`src/rtl/matrix_frame_arbiter_if.sv`:
```
// matrix_frame_arbiter_if: stream bundle between the requesters, the arbiter
// and the matrix engine.
//   s_tdata/s_tvalid/s_tlast : per-source input streams (source n at n*DATA_WIDTH)
//   s_tready                 : per-source ready back to the requesters
//   m_tdata/m_tvalid/m_tlast : forwarded stream to the engine
//   m_tready                 : engine ready
//   m_tid                    : index of the source owning the current frame
// Modports: slave = arbiter view, master = requester/engine (bench) view.
interface matrix_frame_arbiter_if #(
  parameter int NUM_SRC    = 4,
  parameter int DATA_WIDTH = 32
);
  logic [NUM_SRC*DATA_WIDTH-1:0] s_tdata;
  logic [NUM_SRC-1:0]            s_tvalid;
  logic [NUM_SRC-1:0]            s_tlast;
  logic [NUM_SRC-1:0]            s_tready;
  logic [DATA_WIDTH-1:0]         m_tdata;
  logic                          m_tvalid;
  logic                          m_tlast;
  logic                          m_tready;
  logic [1:0]                    m_tid;

  modport slave (
    input  s_tdata, s_tvalid, s_tlast, m_tready,
    output s_tready, m_tdata, m_tvalid, m_tlast, m_tid
  );

  modport master (
    output s_tdata, s_tvalid, s_tlast, m_tready,
    input  s_tready, m_tdata, m_tvalid, m_tlast, m_tid
  );
endinterface

```
`src/rtl/matrix_frame_arbiter.sv`:
```
// matrix_frame_arbiter: frame-level round-robin arbiter feeding one matrix
// engine. Grants one source for exactly one SIZE*SIZE frame, forwards it
// combinationally, then spends one IDLE cycle re-arbitrating.
//   clk, rst  : clock, asynchronous active-high reset
//   bus       : stream bundle (slave modport), see matrix_frame_arbiter_if
//   len_err   : one-cycle pulse after a frame whose tlast disagreed with length
//   frame_cnt : completed frame count, wraps
module matrix_frame_arbiter #(
  parameter int NUM_SRC    = 4,
  parameter int SIZE       = 4,
  parameter int DATA_WIDTH = 32
) (
  input  logic                         clk,
  input  logic                         rst,
  matrix_frame_arbiter_if.slave        bus,
  output logic                         len_err,
  output logic [15:0]                  frame_cnt
);

  localparam int BEATS = SIZE * SIZE;
  localparam int CNT_W = (BEATS > 1) ? $clog2(BEATS) : 1;
  localparam logic [CNT_W-1:0] LAST_BEAT = CNT_W'(BEATS - 1);
  localparam logic [1:0]       LAST_SRC  = 2'(NUM_SRC - 1);

  typedef enum logic {
    IDLE,
    BUSY
  } state_t;

  state_t state, state_nxt;

  logic [1:0]            grant;
  logic [1:0]            rr_ptr;
  logic [1:0]            pick;
  logic [CNT_W-1:0]      beat_cnt;
  logic                  any_req;
  logic                  busy;
  logic                  sel_valid;
  logic                  sel_last;
  logic [DATA_WIDTH-1:0] sel_data;
  logic                  beat_full;
  logic                  accept;
  logic                  frame_end;

  // Granted-source mux; compare-based so grant never indexes past NUM_SRC.
  always_comb begin
    sel_valid = 1'b0;
    sel_last  = 1'b0;
    sel_data  = '0;
    for (int unsigned i = 0; i < NUM_SRC; i++) begin
      if (grant == 2'(i)) begin
        sel_valid = bus.s_tvalid[i];
        sel_last  = bus.s_tlast[i];
        sel_data  = bus.s_tdata[i*DATA_WIDTH +: DATA_WIDTH];
      end
    end
  end

  // Round-robin search: first requester at or after rr_ptr, wrapping.
  always_comb begin
    int unsigned idx;
    logic        found;
    idx   = 0;
    found = 1'b0;
    pick  = rr_ptr;
    for (int unsigned k = 0; k < NUM_SRC; k++) begin
      idx = {30'b0, rr_ptr} + k;
      if (idx >= NUM_SRC) idx = idx - NUM_SRC;
      for (int unsigned j = 0; j < NUM_SRC; j++) begin
        if (!found && (idx == j) && bus.s_tvalid[j]) begin
          found = 1'b1;
          pick  = 2'(j);
        end
      end
    end
  end

  assign any_req   = |bus.s_tvalid;
  assign busy      = (state == BUSY);
  assign beat_full = (beat_cnt == LAST_BEAT);

  always_comb begin
    bus.s_tready = '0;
    for (int unsigned i = 0; i < NUM_SRC; i++) begin
      if (busy && (grant == 2'(i))) bus.s_tready[i] = bus.m_tready;
    end
  end

  assign bus.m_tvalid = busy & sel_valid;
  assign bus.m_tlast  = busy & (sel_last | beat_full);
  assign bus.m_tdata  = busy ? sel_data : '0;
  assign bus.m_tid    = grant;

  assign accept    = bus.m_tvalid & bus.m_tready;
  assign frame_end = accept & bus.m_tlast;

  always_comb begin
    state_nxt = state;
    case (state)
      IDLE:    if (any_req)   state_nxt = BUSY;
      BUSY:    if (frame_end) state_nxt = IDLE;
      default: state_nxt = IDLE;
    endcase
  end

  always_ff @(posedge clk or posedge rst) begin
    if (rst) state <= IDLE;
    else     state <= state_nxt;
  end

  always_ff @(posedge clk or posedge rst) begin
    if (rst) begin
      grant     <= '0;
      rr_ptr    <= '0;
      beat_cnt  <= '0;
      len_err   <= 1'b0;
      frame_cnt <= '0;
    end else begin
      len_err <= 1'b0;
      if ((state == IDLE) && any_req) begin
        grant    <= pick;
        beat_cnt <= '0;
      end
      if (accept) begin
        beat_cnt <= beat_cnt + 1'b1;
        if (frame_end) begin
          rr_ptr    <= (grant == LAST_SRC) ? 2'd0 : grant + 2'd1;
          frame_cnt <= frame_cnt + 16'd1;
          // Short frame (early tlast) or long frame (cut at full length).
          len_err   <= sel_last ^ beat_full;
        end
      end
    end
  end

endmodule

```
`src/flat_wrapper.sv`:
```
// flat-port wrapper written by rule: the top's interface ports become plain ports
module matrix_frame_arbiter_flat 
#(
  parameter int NUM_SRC    = 4,
  parameter int SIZE       = 4,
  parameter int DATA_WIDTH = 32
)
  (clk, rst, len_err, frame_cnt, bus_s_tdata, bus_s_tvalid, bus_s_tlast, bus_m_tready, bus_s_tready, bus_m_tdata, bus_m_tvalid, bus_m_tlast, bus_m_tid);
  matrix_frame_arbiter_if #(.NUM_SRC(NUM_SRC), .DATA_WIDTH(DATA_WIDTH)) bus_i ();
  input  logic clk;
  input  logic rst;
  output logic len_err;
  output logic [15:0] frame_cnt;
  input wire logic [$bits(bus_i.s_tdata)-1:0] bus_s_tdata;
  input wire logic [$bits(bus_i.s_tvalid)-1:0] bus_s_tvalid;
  input wire logic [$bits(bus_i.s_tlast)-1:0] bus_s_tlast;
  input wire logic [$bits(bus_i.m_tready)-1:0] bus_m_tready;
  output wire logic [$bits(bus_i.s_tready)-1:0] bus_s_tready;
  output wire logic [$bits(bus_i.m_tdata)-1:0] bus_m_tdata;
  output wire logic [$bits(bus_i.m_tvalid)-1:0] bus_m_tvalid;
  output wire logic [$bits(bus_i.m_tlast)-1:0] bus_m_tlast;
  output wire logic [$bits(bus_i.m_tid)-1:0] bus_m_tid;
  assign bus_i.s_tdata = bus_s_tdata;
  assign bus_i.s_tvalid = bus_s_tvalid;
  assign bus_i.s_tlast = bus_s_tlast;
  assign bus_i.m_tready = bus_m_tready;
  assign bus_s_tready = bus_i.s_tready;
  assign bus_m_tdata = bus_i.m_tdata;
  assign bus_m_tvalid = bus_i.m_tvalid;
  assign bus_m_tlast = bus_i.m_tlast;
  assign bus_m_tid = bus_i.m_tid;
  matrix_frame_arbiter #(.NUM_SRC(NUM_SRC), .SIZE(SIZE), .DATA_WIDTH(DATA_WIDTH)) u_core (.clk(clk), .rst(rst), .bus(bus_i), .len_err(len_err), .frame_cnt(frame_cnt));
endmodule
```
`config.mk`:
```
export PLATFORM = sky130hd
export DESIGN_NAME = matrix_frame_arbiter_flat
export DESIGN_NICKNAME = d
export VERILOG_FILES = /design/src/rtl/matrix_frame_arbiter_if.sv /design/src/rtl/matrix_frame_arbiter.sv /design/src/flat_wrapper.sv
export SDC_FILE = /design/constraint.sdc
export NUM_CORES = 1
export LEC_CHECK = 0
export CAP_MARGIN = 20
export CORE_AREA = 2 2 94 96
export CTS_BUF_LIST = sky130_fd_sc_hd__clkbuf_8
export CTS_CLUSTER_DIAMETER = 120
export CTS_CLUSTER_SIZE = 25
export DETAILED_ROUTE_END_ITERATION = 10
export DIE_AREA = 0 0 96 98
export PLACE_DENSITY = 0.79
export SYNTH_ARGS = -nofsm -noshare
export SYNTH_HDL_FRONTEND = slang
export SYNTH_SLANG_ARGS = --single-unit
```
`constraint.sdc`:
```
create_clock -name clk -period 2.9 [get_ports clk]
set_clock_uncertainty 0.15 [all_clocks]
set_input_delay 0.58 -clock clk [delete_from_list [all_inputs] [get_ports clk]]
set_output_delay 0.58 -clock clk [all_outputs]
set_load 0.03 [all_outputs]
```
==> flow_summary_export.csv <==
group,metric,value,unit
logic_synthesis,ys_top_cells_by_area,"dfrtp_1 26%, a221oi_1 11%, a211o_1 11%",
timing,whs,0.3380,ns
layout,fin_nets,674,
logic_synthesis,ys_top_cells_by_count,"41 x nand2_1, 39 x inv_1, 36 x a21oi_1, 33 x a221oi_1, 32 x a211o_1",
die,chipWidth,96,µm
clocking,clk-insertion-delay-late,0.26,ns
clocking,cts_tree,"done",
clocking,root_buffer,"clkbuf_8",
layout,nFillCells,708,
die,core,8466,µm²
drt,routed_wl,10620,µm
logic_synthesis,async_flop_share,100.0,%
drt,drc,0,
die,die_area,9408,µm²
critical_path,crit_buf_inv,4,
timing,fmax,0.3533,GHz
pwr,powerDensity,1024,nW/µm²
critical_path,cpMaxStageDelayCell,"dfrtp_2",
place,gp_congestion,0.9068,
drt,drt_iter0_drc,134,
die,initial_utilization,29.90,%
critical_path,critPathRequiredTime,2.17,ns
clocking,h-tree-depth,1,
logic_synthesis,synth_top_cell_by_area,"dfrtp_1",
timing,setup_viol,0,
grt,grt_overflow_total,0,
clocking,clk_path_buf_depth,2,
logic_synthesis,syn_nets,476,
drt,met2_wirelength,5426,µm
place,place_ws,0.1607,ns
grt,grt_pass1_wl,16060,µm
pwr,p_leak,2.180,nW
clocking,clock-sinks,26,
logic_synthesis,ys_ff_latch,26,
grt,grt_max_degree,45,
outcome,status,"completed",
clocking,clkSlewWorstSetupHoldPaths,0.09,ns
critical_path,reg2reg_slack,0.48,ns
job,drv_cap,0,
logic_synthesis,ys.flop_type,"dfrtp_1",
logic_synthesis,synth.most_common_cell,"nand2_1",
logic_synthesis,seq_area_frac_synth,25.70,%
critical_path,critPathCaptureType,"output pin",
logic_synthesis,syn_avg_cell_area,7.670,µm²
place,dpl.hpwl,8032,µm
drt,viasPerCell,5.234,
clocking,cts-buffers-inserted,3,
timing,hold_violations,0,
timing,tightest_slew,0.5907,ns
timing,period_needed,2.831,ns
pwr,ir_drop,608.9,µV
drt,drt_first_pass_iters,4,
drt,ant_nets,0,
drt,wl_met1,4129,µm
logic_synthesis,syn_area,2531,µm²
min_path,hold_path_class,"register to register",
layout,drive_above_1_share,23.53,%
critical_path,cp.depth,9,
critical_path,worstPathCellList,"inv_4 > ha_4 > nor2b_4 > buf_12 > clkbuf_16 > a221oi_1 > a211o_1 > a21oi_2 > buf_4",
timing,setup_ws,0.06946,ns
drt,highest_layer,"met4",
grt,grt_pass1_vias,3322,
die,die_y,98,µm
drt,wl_per_cell,16.70,µm
drt,wl_met3,805,µm
die,std_cell_rows,34,
logic_synthesis,ys_warn_count,0,
logic_synthesis,synth_top_area_share,25.70,%
layout,syn_to_final_growth,101.3,%
critical_path,setup.worst_path.start_class,"register",
critical_path,worst_r2r_path_depth,11,
critical_path,crit_fanout,6,
critical_path,worstSetupPathType,"register to output pin",
critical_path,crit_family,"buffers and inverters",
min_path,hold-path-cell-count,1,
logic_synthesis,synth_edf_count,0,
layout,multi_input_comb_area,1813,µm²
grt,antenna_found_initial,1,
timing,fin_crit_sh,97.60,%
logic_synthesis,yosysUniqueCellTypes,38,
timing,slew_headroom,60.58,%
place,placement.io_buffers,195,
critical_path,arrival,2.10,ns
logic_synthesis,syn_inst,330,
die,ios,196,
critical_path,critPathMaxStageDelay,0.46,ns
drt,num_vias,3329,
layout,regArea,653.1,µm²
timing,slew_violations,0,
grt,grtUsageTotal,20.98,%
-- cell families (layout without fill, tap and decap cells) --
family                     after synthesis  count (layout)  share of synthesized area [%]
muxes                                    6               6                          2.521
DFF                                     26              26                          25.70
other                                    0               1                              0
adders and majority gates                7               7                          3.460
xor gates and xnor gates                16              16                          5.537
and+or+nand+nor                         92              92                          18.09
buffers and inverters                   70             267                          10.83
AOI/OAI and AO/OA                      113             113                          33.86
-- metrics by stage --
step / instance area, µm² / std cells / total power [W] / util, % / TNS, ns
after detailed placement: 4737 / 621 / 0.004464 / 55.96 / 0
after floorplan: 2649 / 330 / 0.003043 / - / -0.2209
after global placement: 4737 / 621 / 0.004394 / 55.96 / 0
final: 5095 / 636 / 0.005218 / 60.18 / 0
after CTS: 4821 / 625 / 0.004739 / 56.95 / 0
after global routing: 5092 / 635 / 0.005548 / 60.15 / -0.2200
-- cells in the final DEF (no fill, tap or decap), types with 4 or more instances in the layout --
master / n
clkdlybuf4s50_1: 159
nand2_1: 41
inv_1: 38
buf_4: 36
a211o_1: 32
a21oi_2: 32
a221oi_1: 28
dfrtp_1: 24
xnor2_1: 15
buf_6: 15
nand4_1: 11
and3_1: 9
buf_12: 9
nand3_1: 8
nor2_1: 6
nor2b_1: 6
a221oi_2: 5
a21oi_1: 4
-- registers in the layout (all words and copies together) (netlist names) --
| name | count |
|---|---|
| u_core.beat_cnt | 4 |
| u_core.bus.m_tid | 2 |
| u_core.busy | 1 |
| u_core.frame_cnt | 16 |
| u_core.len_err | 1 |
| u_core.rr_ptr | 2 |
-- repair_timing --
item | 4_1_cts | 5_1_grt
gates resized for setup | 10 | 31
gates cloned | 0 | 3
pin swaps | 0 | 26
hold buffers | 0 | 0
setup buffers | 0 | 7
setup endpoints to repair | 25 | 34
-- worst paths after layout --
kind                                      startpoint                   end
worst max-delay path             u_core.bus.m_tid[0]        bus_m_tdata[5]
worst min-delay path            u_core.frame_cnt[15]  u_core.frame_cnt[15]
worst max register to register   u_core.bus.m_tid[0]      u_core.rr_ptr[0]
worst min register to register  u_core.frame_cnt[15]  u_core.frame_cnt[15]
max in group asynchronous                        rst        u_core.len_err
min in group asynchronous                        rst  u_core.frame_cnt[10]
-- layer usage --
metal,GRT usage [%],vias up
li1,-,1600
met1,25.05,1547
met2,36.65,160
met3,5.015,22
met4,6.264,0
met5,0,-
-- area by class of cell --
type                    instances  share of cell area, %
repair buffers                223                  44.97
multi-input cells             234                  35.58
flip-flops and latches         26                  12.82
inverters                      40                  3.045
well taps                     108                  2.652
clock buffers                   3                 0.8104
clock inverters                 1                0.07367
diodes                          1                0.04912
-- where the power goes --
part / switching, W / internal [W] / total (W) / leakage [nW]
Sequential: 0.000119 / 0.000446 / 0.000564 / 0.342
Combinational: 0.00236 / 0.00209 / 0.00445 / 1.81
Clock: 0.000108 / 0.0000946 / 0.000202 / 0.0269
(Power assumes the default switching activity.)
